[src/rtl/pwm_frame_demodulator.sv]
// pwm_frame_demodulator: pulse-width demodulator for the downlink command channel.
// Oversamples the envelope on a prescaled tick, classifies each high pulse as bit 0 or 1
// by width, assembles MSB-first frames and decodes short/flag/scheme frames on line idle.
// Ports:
//   clock       system clock
//   reset       asynchronous active-low reset
//   insig       asynchronous envelope input (high = carrier pulse)
//   working     synchronous frame-state clear while the tag transmits
//   frame_valid one-clock strobe on a good frame
//   frame_type  01 short, 10 flag, 11 scheme (held)
//   ord         wrapping good-frame counter
//   cur_flag    last good flag payload
//   cur_scheme  last good scheme payload
//   err         one-clock error strobe
//   err_code    01 bad width, 10 bad header/length/overflow, 11 parity (held)
module pwm_frame_demodulator #(
    parameter int PRESCALE  = 50,
    parameter int CNT_W     = 10,
    parameter int ZERO_LO   = 1,
    parameter int ZERO_HI   = 2,
    parameter int ONE_LO    = 5,
    parameter int ONE_HI    = 5,
    parameter int END_GAP   = 10,
    parameter int FLAG_W    = 8,
    parameter int SCHEME_W  = 48,
    parameter int ORD_W     = 2,
    parameter int PARITY_EN = 1
) (
    input  logic                clock,
    input  logic                reset,
    input  logic                insig,
    input  logic                working,
    output logic                frame_valid,
    output logic [1:0]          frame_type,
    output logic [ORD_W-1:0]    ord,
    output logic [FLAG_W-1:0]   cur_flag,
    output logic [SCHEME_W-1:0] cur_scheme,
    output logic                err,
    output logic [1:0]          err_code
);
    localparam int DEPTH = SCHEME_W + 3;
    localparam int LEN_W = $clog2(DEPTH + 1);
    localparam int PS_W  = (PRESCALE > 1) ? $clog2(PRESCALE) : 1;
    localparam logic [CNT_W-1:0] CNT_MAX = '1;
    localparam logic [CNT_W-1:0] Z_LO = CNT_W'(ZERO_LO);
    localparam logic [CNT_W-1:0] Z_HI = CNT_W'(ZERO_HI);
    localparam logic [CNT_W-1:0] O_LO = CNT_W'(ONE_LO);
    localparam logic [CNT_W-1:0] O_HI = CNT_W'(ONE_HI);
    localparam logic [CNT_W-1:0] GAP_END = CNT_W'(END_GAP);
    localparam logic [LEN_W-1:0] LEN_SHORT = LEN_W'(3);
    localparam logic [LEN_W-1:0] LEN_FLAG = LEN_W'(FLAG_W + 3);
    localparam logic [LEN_W-1:0] LEN_FULL = LEN_W'(DEPTH);

    typedef enum logic [1:0] {IDLE, HIGH, LOW, DISCARD} state_t;

    state_t           state;
    logic             sync1, sync2;
    logic [PS_W-1:0]  pcnt;
    logic [DEPTH-1:0] buffer;
    logic [LEN_W-1:0] len;
    logic             parity;
    logic [CNT_W-1:0] pulse_cnt, gap_cnt;

    logic             tick, is_zero, is_one, full, gap_done, len_ok, par_bad;
    logic [CNT_W-1:0] pulse_inc, gap_inc;
    logic [1:0]       hdr;
    logic [LEN_W-1:0] need_len;

    assign tick      = pcnt == PS_W'(PRESCALE - 1);
    assign pulse_inc = (pulse_cnt == CNT_MAX) ? pulse_cnt : pulse_cnt + 1'b1;
    assign gap_inc   = (gap_cnt == CNT_MAX) ? gap_cnt : gap_cnt + 1'b1;
    assign gap_done  = gap_inc == GAP_END;
    assign is_zero   = pulse_cnt >= Z_LO && pulse_cnt <= Z_HI;
    assign is_one    = pulse_cnt >= O_LO && pulse_cnt <= O_HI;
    assign full      = len == LEN_FULL;
    // The first two received bits sit at the top of the filled part of the buffer.
    assign hdr       = 2'(buffer >> (len - LEN_W'(2)));
    assign need_len  = (hdr == 2'b01) ? LEN_SHORT : (hdr == 2'b10) ? LEN_FLAG : LEN_FULL;
    assign len_ok    = len >= LEN_W'(2) && hdr != 2'b00 && len == need_len;
    assign par_bad   = PARITY_EN != 0 && parity;

    always_ff @(posedge clock or negedge reset) begin
        if (!reset) begin
            state       <= IDLE;
            sync1       <= 1'b0;
            sync2       <= 1'b0;
            pcnt        <= '0;
            buffer      <= '0;
            len         <= '0;
            parity      <= 1'b0;
            pulse_cnt   <= '0;
            gap_cnt     <= '0;
            frame_valid <= 1'b0;
            frame_type  <= 2'b00;
            ord         <= '0;
            cur_flag    <= '0;
            cur_scheme  <= '0;
            err         <= 1'b0;
            err_code    <= 2'b00;
        end else begin
            sync1       <= insig;
            sync2       <= sync1;
            pcnt        <= tick ? '0 : pcnt + 1'b1;
            frame_valid <= 1'b0;
            err         <= 1'b0;
            if (working) begin
                state     <= IDLE;
                buffer    <= '0;
                len       <= '0;
                parity    <= 1'b0;
                pulse_cnt <= '0;
                gap_cnt   <= '0;
            end else if (tick) begin
                case (state)
                    IDLE: if (sync2) begin
                        state     <= HIGH;
                        pulse_cnt <= CNT_W'(1);
                    end
                    HIGH: if (sync2) begin
                        pulse_cnt <= pulse_inc;
                    end else begin
                        pulse_cnt <= '0;
                        // The tick that ends the pulse is already the first low tick.
                        gap_cnt   <= CNT_W'(1);
                        if (!(is_zero || is_one)) begin
                            err      <= 1'b1;
                            err_code <= 2'b01;
                            state    <= DISCARD;
                        end else if (full) begin
                            err      <= 1'b1;
                            err_code <= 2'b10;
                            state    <= DISCARD;
                        end else begin
                            buffer <= {buffer[DEPTH-2:0], is_one};
                            parity <= parity ^ is_one;
                            len    <= len + 1'b1;
                            state  <= LOW;
                        end
                    end
                    LOW: if (sync2) begin
                        state     <= HIGH;
                        pulse_cnt <= CNT_W'(1);
                    end else begin
                        gap_cnt <= gap_inc;
                        if (gap_done) begin
                            if (!len_ok) begin
                                err      <= 1'b1;
                                err_code <= 2'b10;
                            end else if (par_bad) begin
                                err      <= 1'b1;
                                err_code <= 2'b11;
                            end else begin
                                frame_valid <= 1'b1;
                                frame_type  <= hdr;
                                ord         <= ord + 1'b1;
                                if (hdr == 2'b10) cur_flag <= buffer[FLAG_W:1];
                                if (hdr == 2'b11) cur_scheme <= buffer[SCHEME_W:1];
                            end
                            state   <= IDLE;
                            buffer  <= '0;
                            len     <= '0;
                            parity  <= 1'b0;
                            gap_cnt <= '0;
                        end
                    end
                    DISCARD: if (sync2) begin
                        gap_cnt <= '0;
                    end else begin
                        gap_cnt <= gap_inc;
                        if (gap_done) begin
                            state   <= IDLE;
                            buffer  <= '0;
                            len     <= '0;
                            parity  <= 1'b0;
                            gap_cnt <= '0;
                        end
                    end
                    default: state <= IDLE;
                endcase
            end
        end
    end
endmodule

[config.mk]
export PLATFORM = sky130hd
export DESIGN_NAME = pwm_frame_demodulator
export DESIGN_NICKNAME = d
export VERILOG_FILES = /design/src/rtl/pwm_frame_demodulator.sv
export SDC_FILE = /design/constraint.sdc
export NUM_CORES = 1
export LEC_CHECK = 0
export ABC_AREA = 0
export CAP_MARGIN = 5
export CORE_MARGIN = 1
export CORE_UTILIZATION = 65
export CTS_BUF_LIST = sky130_fd_sc_hd__clkbuf_2 sky130_fd_sc_hd__clkbuf_4 sky130_fd_sc_hd__clkbuf_8
export CTS_CLUSTER_DIAMETER = 60
export DETAILED_ROUTE_END_ITERATION = 16
export PLACE_DENSITY = 0.9
export SETUP_SLACK_MARGIN = 0.4
export SLEW_MARGIN = 20
export SYNTH_ARGS = -nofsm -noshare
export SYNTH_HDL_FRONTEND = slang
export SYNTH_SLANG_ARGS = --single-unit
[constraint.sdc]
create_clock -name clock -period 9.2 [get_ports clock]
set_input_delay 1.84 -clock clock [delete_from_list [all_inputs] [get_ports clock]]
set_output_delay 1.84 -clock clock [all_outputs]
set_load 0.005 [all_outputs]
==> Yosys cells after proc, flatten, opt, wreduce, memory -nomap -nowiden <==
Index checks and enable logic that the tools add are counted.
{ "totals": {"regBits": 152, "latchBits": 0, "ramBits": 0, "mem_bits_ro": 0, "in_bits": 4, "out_inout_bits": 64, "elab_cells": 157, "mem_count": 0} }
{ "classes": {"addsub": 6, "multipliers": 0, "div_mod_pow": 0, "magnitude_cmp": 5, "eq_ne": 27, "shift": 1, "muxes": 76, "bitwise_logic": 4, "n_reduce_logical": 22} }
{ "ops": {"columns": ["cell", "n"], "rows": [
  ["$mux W51", 7],
  ["$mux W10", 12],
  ["$pmux W51 S2", 1],
  ["$mux W6", 10],
  ["$shr A51 B6 Y2", 1],
  ["$pmux W10 S3", 1],
  ["$mux W2", 14],
  ["$ne A3 B3 Y1 const B", 9],
  ["$mux W1", 25],
  ["$reduce_and A8 Y1", 3],
  ["$add A10 B1 Y10 const B", 2],
  ["$eq A10 B10 Y1 const B", 2],
  ["$pmux W10 S2", 1],
  ["$reduce_and A7 Y1", 2],
  ["$add A6 B1 Y6 const B", 2],
  ["$eq A6 B6 Y1 const B", 2],
  ["$pmux W6 S2", 1],
  ["$reduce_and A4 Y1", 3],
  ["$eq A10 B4 Y1 const B", 1],
  ["$ge A10 B1 Y1 const B", 1],
  ["$ge A10 B3 Y1 const B", 1],
  ["$le A10 B2 Y1 const B", 1],
  ["$le A10 B3 Y1 const B", 1],
  ["$eq A2 B2 Y1 const B", 4],
  ["other kinds (20)", 34]
]} }

==> Depth between registers and ports, before layout <==
{ "depth": {"word_depth": 13, "ltp_mapped": 22, "depth_no_buf": 15} }

==> Least setup slack after synthesis <==
No wires, ideal clock.
{ "synth_path": {"path_kind": "register to register", "start": "reg len[1]", "end": "reg cur_scheme[10]", "setup_time_ps": 125, "arrival_time_ps": 4671, "t_required_ps": 9075, "slack_ps": 4404, "path_stages_with_launch": 22, "path_buffers": 7, "synth_period_minus_slack_ps": 4796, "cell_sequence": "dfrtp_1 -> buf_4 -> buf_2 -> buf_2 -> inv_1 -> ha_1 -> xor2_1 -> buf_2 -> mux4_2 -> nand4_1 -> nand2_1 -> a211oi_1 -> inv_1 -> ha_1 -> o22ai_1 -> nor4bb_1 -> and4_1 -> buf_4 -> nand2_2 -> buf_6 -> buf_8 -> mux2_4"} }
{ "synth_via": {"elab_chain_len": 8, "elab_cells_between_ends": 13, "cone_classes": "1 x add/sub; 1 x order compare; 4 x eq/ne; 1 x shift; 2 x mux; 4 x reduce/logical"} }
{ "synth_rtl": {"columns": ["item", "line", "source"], "rows": [
  ["start: declaration", "60", "logic [LEN_W-1:0] len;"],
  ["start signal: assignment", "136", "len <= len + 1'b1;"],
  ["$sub A6 B2 Y6 (*)", "77", "assign hdr = 2'(buffer >> (len - LEN_W'(2)));"],
  ["$shr A51 B6 Y2 (*)", "77", null],
  ["named net hdr[0]", "66", "logic [1:0] hdr;"],
  ["$eq A2 B2 Y1", "78", "assign need_len = (hdr == 2'b01) ? LEN_SHORT : (hdr == 2'b10) ? LEN_FLAG : LEN_FULL;"],
  ["$mux W6 (2 in series)", "78", null],
  ["$eq A6 B6 Y1", "79", "assign len_ok = len >= LEN_W'(2) && hdr != 2'b00 && len == need_len;"],
  ["$logic_and A1 B1 Y1", "79", null],
  ["$reduce_and A8 Y1 (no source line) (*)", null, null],
  ["end signal: assignment", "157", "if (hdr == 2'b11) cur_scheme <= buffer[SCHEME_W:1];"],
  ["end: declaration", "37", "output logic [SCHEME_W-1:0] cur_scheme,"]
]} }
The timed path passes the listed nets; every way through them passes the cells marked *.
A chain may end at the register's enable or synchronous reset.

==> Final worst setup path <==
{ "layout_path": {"start": "reg len[1]", "end": "reg cur_scheme[2]"} }
Same word-level chain as after synthesis.

==> impl_metrics.yaml <==
final_layout:
  n_antenna_cell: 0
  most-common-layout-cells: "dfrtp_1 (151), clkdlybuf4s50_1 (66), a22o_1 (56), mux2_2 (39), nor2_1 (36)"
  final_cells: 857
  syn_to_final_growth_pct: 13.68
  fillCellCount: 701
  drive_gt1_frac: 0.1793
  fin_util: 0.7706
  final_common_cell: "dfrtp_1"
  fin_nets: 724
logic_synthesis:
  ys_seq_elements: 152
  synthTopCellsByArea: "dfrtp_1 (48%), a22o_1 (6.2%), mux4_2 (6.0%)"
  syn_area_mm2: 0.007873
  synth_top_area_cell: "dfrtp_1"
  synth.yosys.seq_area_share: 0.4832
  synth.distinct_cells: 62
  synth_top_area_frac: 0.4832
  yosys_warnings: 0
  synthFlopType: "dfrtp_1"
  postSynth.asyncResetShare: 1.000
  syn_inst: 655
  synth_edf_count: 0
  syn_nets: 678
  syn_area_per_cell_um2: 12.02
sta:
  slew_headroom: 0.3049
  worstMarginPinSlew_ns: 1.043
  fmax_mhz: 174.5
  report.final.hold_viol_count: 0
  min_period_ns: 5.729
  final-setup-viol-count: 0
  report.final.slew_viol_count: 0
  setup_tns_ns: 0
  rsz0062_at_grt: "no"
  setup_ws_ns: 3.471
  period_share: 0.6227
  clock_skew_ns: 0.01567
critical_path:
  crit_required_ns: 9.56
  startpoint_type: "flop"
  worstPathCellList: "inv_1 > ha_1 > xor2_1 > buf_4 > mux4_2 > nand4_1 > nand2_1 > a211oi_1 > inv_1 > ha_1 > o41ai_1 > o22ai_1 > nor4bb_1 > and4_1 > nand2_2 > buf_4 > mux2_4"
  slowest_stage: "dfrtp_2"
  crit_cells: 17
  slowest_delay_ns: 1.05
  critPathTopFamily: "simple AND/OR/NAND/NOR gates"
  end_kind: "flop"
  crit_fanout: 40
  crit_type: "reg2reg"
  worstPathArrival_ns: 6.09
  ff2ff_path_depth: 17
  critPathBufInv: 4
floorplanning:
  core_mm2: 0.01161
  dieArea_mm2: 0.01256
  initial_core_util: 0.6779
  dieWidth_um: 112.1
  ios: 68
  fp-row-count: 39
  die_h_um: 112.1
clock_tree:
  h-tree-depth: 4
  cts_root_buffer: "clkbuf_8"
  clk_pin_slew_ns: 0.09
  cts_buffers: 17
  cts_tree: "built"
  clk_latency_ns: 0.48
  post_cts_buffers: 0
  clk_path_buf_depth: 2
  clock-sinks: 152
  cts_hold_buf: 0
  cts-resized-gates: 0
pwr:
  comb_power_share: 0.118
  ir_worst_vdd_v: 0.0001415
  swShare: 0.2783
  seqPwrFrac: 0.491
  p_switching_w: 0.0003895
  fin_total_pwr_w: 0.001400
  leakage_nw: 4.014
  clockPowerShare: 0.390
  powerDensity_mw_per_mm2: 156.4
  power.internal_w: 0.001010
global_routing:
  antenna_found_initial: 0
  grt_start_max_net_pins: 98
  grt_pass1_wl_um: 30040
  overflow: 0
  first_global_vias: 5916
  grtUsageTotal: 0.3063
worst_hold_path:
  whs_path_depth: 0
  hold_class: "reg2reg"
detailed_routing:
  wl_per_cell_um: 20.61
  ant_nets: 0
  drcViolationCount: 4
  dr.first_iter.drc_count: 613
  dr_total_vias: 5797
  drt_wl_total_um: 17660
  drtPass1Iterations: 11
  via_per_inst: 6.764
placement:
  gp_congestion: 0.8557
  placed_cells: 825
  dp_slack_ns: 3.554
  io_buffers: 67
  dpl.hpwl_um: 11590
status:
  status: "complete, but fails checks"
  failed_checks: "DRC"
flow_run:
  max_cap_viol_count: 0
final timing paths:
check | start | to | slack [ns]
max | len[1]$_DFFE_PN0P_ | cur_scheme[2]$_DFFE_PN0P_ | 3.47
min | sync1$_DFF_PN0_ | sync2$_DFF_PN0_ | 0.37
max reg2reg | len[1]$_DFFE_PN0P_ | cur_scheme[2]$_DFFE_PN0P_ | 3.47
min reg2reg | sync1$_DFF_PN0_ | sync2$_DFF_PN0_ | 0.37
max in group asynchronous | reset | buffer[39]$_DFFE_PN0P_ | 6.55
min in group asynchronous | reset | cur_scheme[4]$_DFFE_PN0P_ | 1.44
power by group through the flow:
stage	clock, W	sequential [W]	combinational, W
after floorplan	0	0.000693	0.000125
after global placement	0	0.000700	0.000154
after detailed placement	0	0.000701	0.000161
after CTS	0.000552	0.000687	0.000163
after global routing	0.000577	0.000689	0.000183
final	0.000546	0.000688	0.000166
logic make-up (layout without fill, tap and decap cells):
logic type      Yosys count  after routing  share of synthesized area
buf+inv                  64            123                    0.04164
flops                   152            152                     0.4832
xor+xnor                 15             15                    0.01669
fa+ha+maj                19             19                    0.03020
simple gates            160            160                     0.1081
mux                     103            103                     0.1832
compound gates          142            142                     0.1370
per-layer routing:
layer,GRT usage,up-vias,part of all wire
li1,-,2555,-
met1,0.3925,2943,0.41
met2,0.5027,250,0.51
met3,0.06317,49,0.058
met4,0.1502,0,0.027
met5,0,-,0
cell usage after synthesis (7+ instances only):
master,n
nand2_1,26
a31oi_1,7
mux4_2,21
dfrtp_1,152
mux2_2,39
mux2i_1,23
a22o_1,56
nor4_1,7
a21oi_1,12
nand2b_1,10
clkbuf_1,25
nand3_1,18
nor3_1,14
inv_1,19
o21ai_0,16
nand4_1,13
ha_1,19
mux2_4,20
xnor2_1,9
a21o_1,7
nor2_1,36
buf_2,7
area by class of cell:
class	count	area, µm²	share of cell area
flip-flops and latches	152	3805	0.4251
multi-input cells	439	3761	0.4202
repair buffers	72	709.4	0.07927
clock buffers	20	262.8	0.02936
well taps	143	178.9	0.01999
clock inverters	12	161.4	0.01803
inverters	19	71.32	0.007969
registers in the layout (all words and copies together), names as in the netlist, 2 cells and up:
signal,flops
gap_cnt,10
state,2
cur_scheme,48
pcnt,6
err_code,2
cur_flag,8
pulse_cnt,10
buffer,51
len,6
ord,2
frame_type,2
per-stage QoR:
step           instance area (µm²)  hold WS, ns
2_1_floorplan                 7873       0.3312
3_3_place_gp                  8526       0.3324
3_5_place_dp                  8526       0.3478
4_1_cts                       8950       0.3678
5_1_grt                       8950       0.3729
6_report                      8950       0.3652
(Power assumes the default switching activity.)
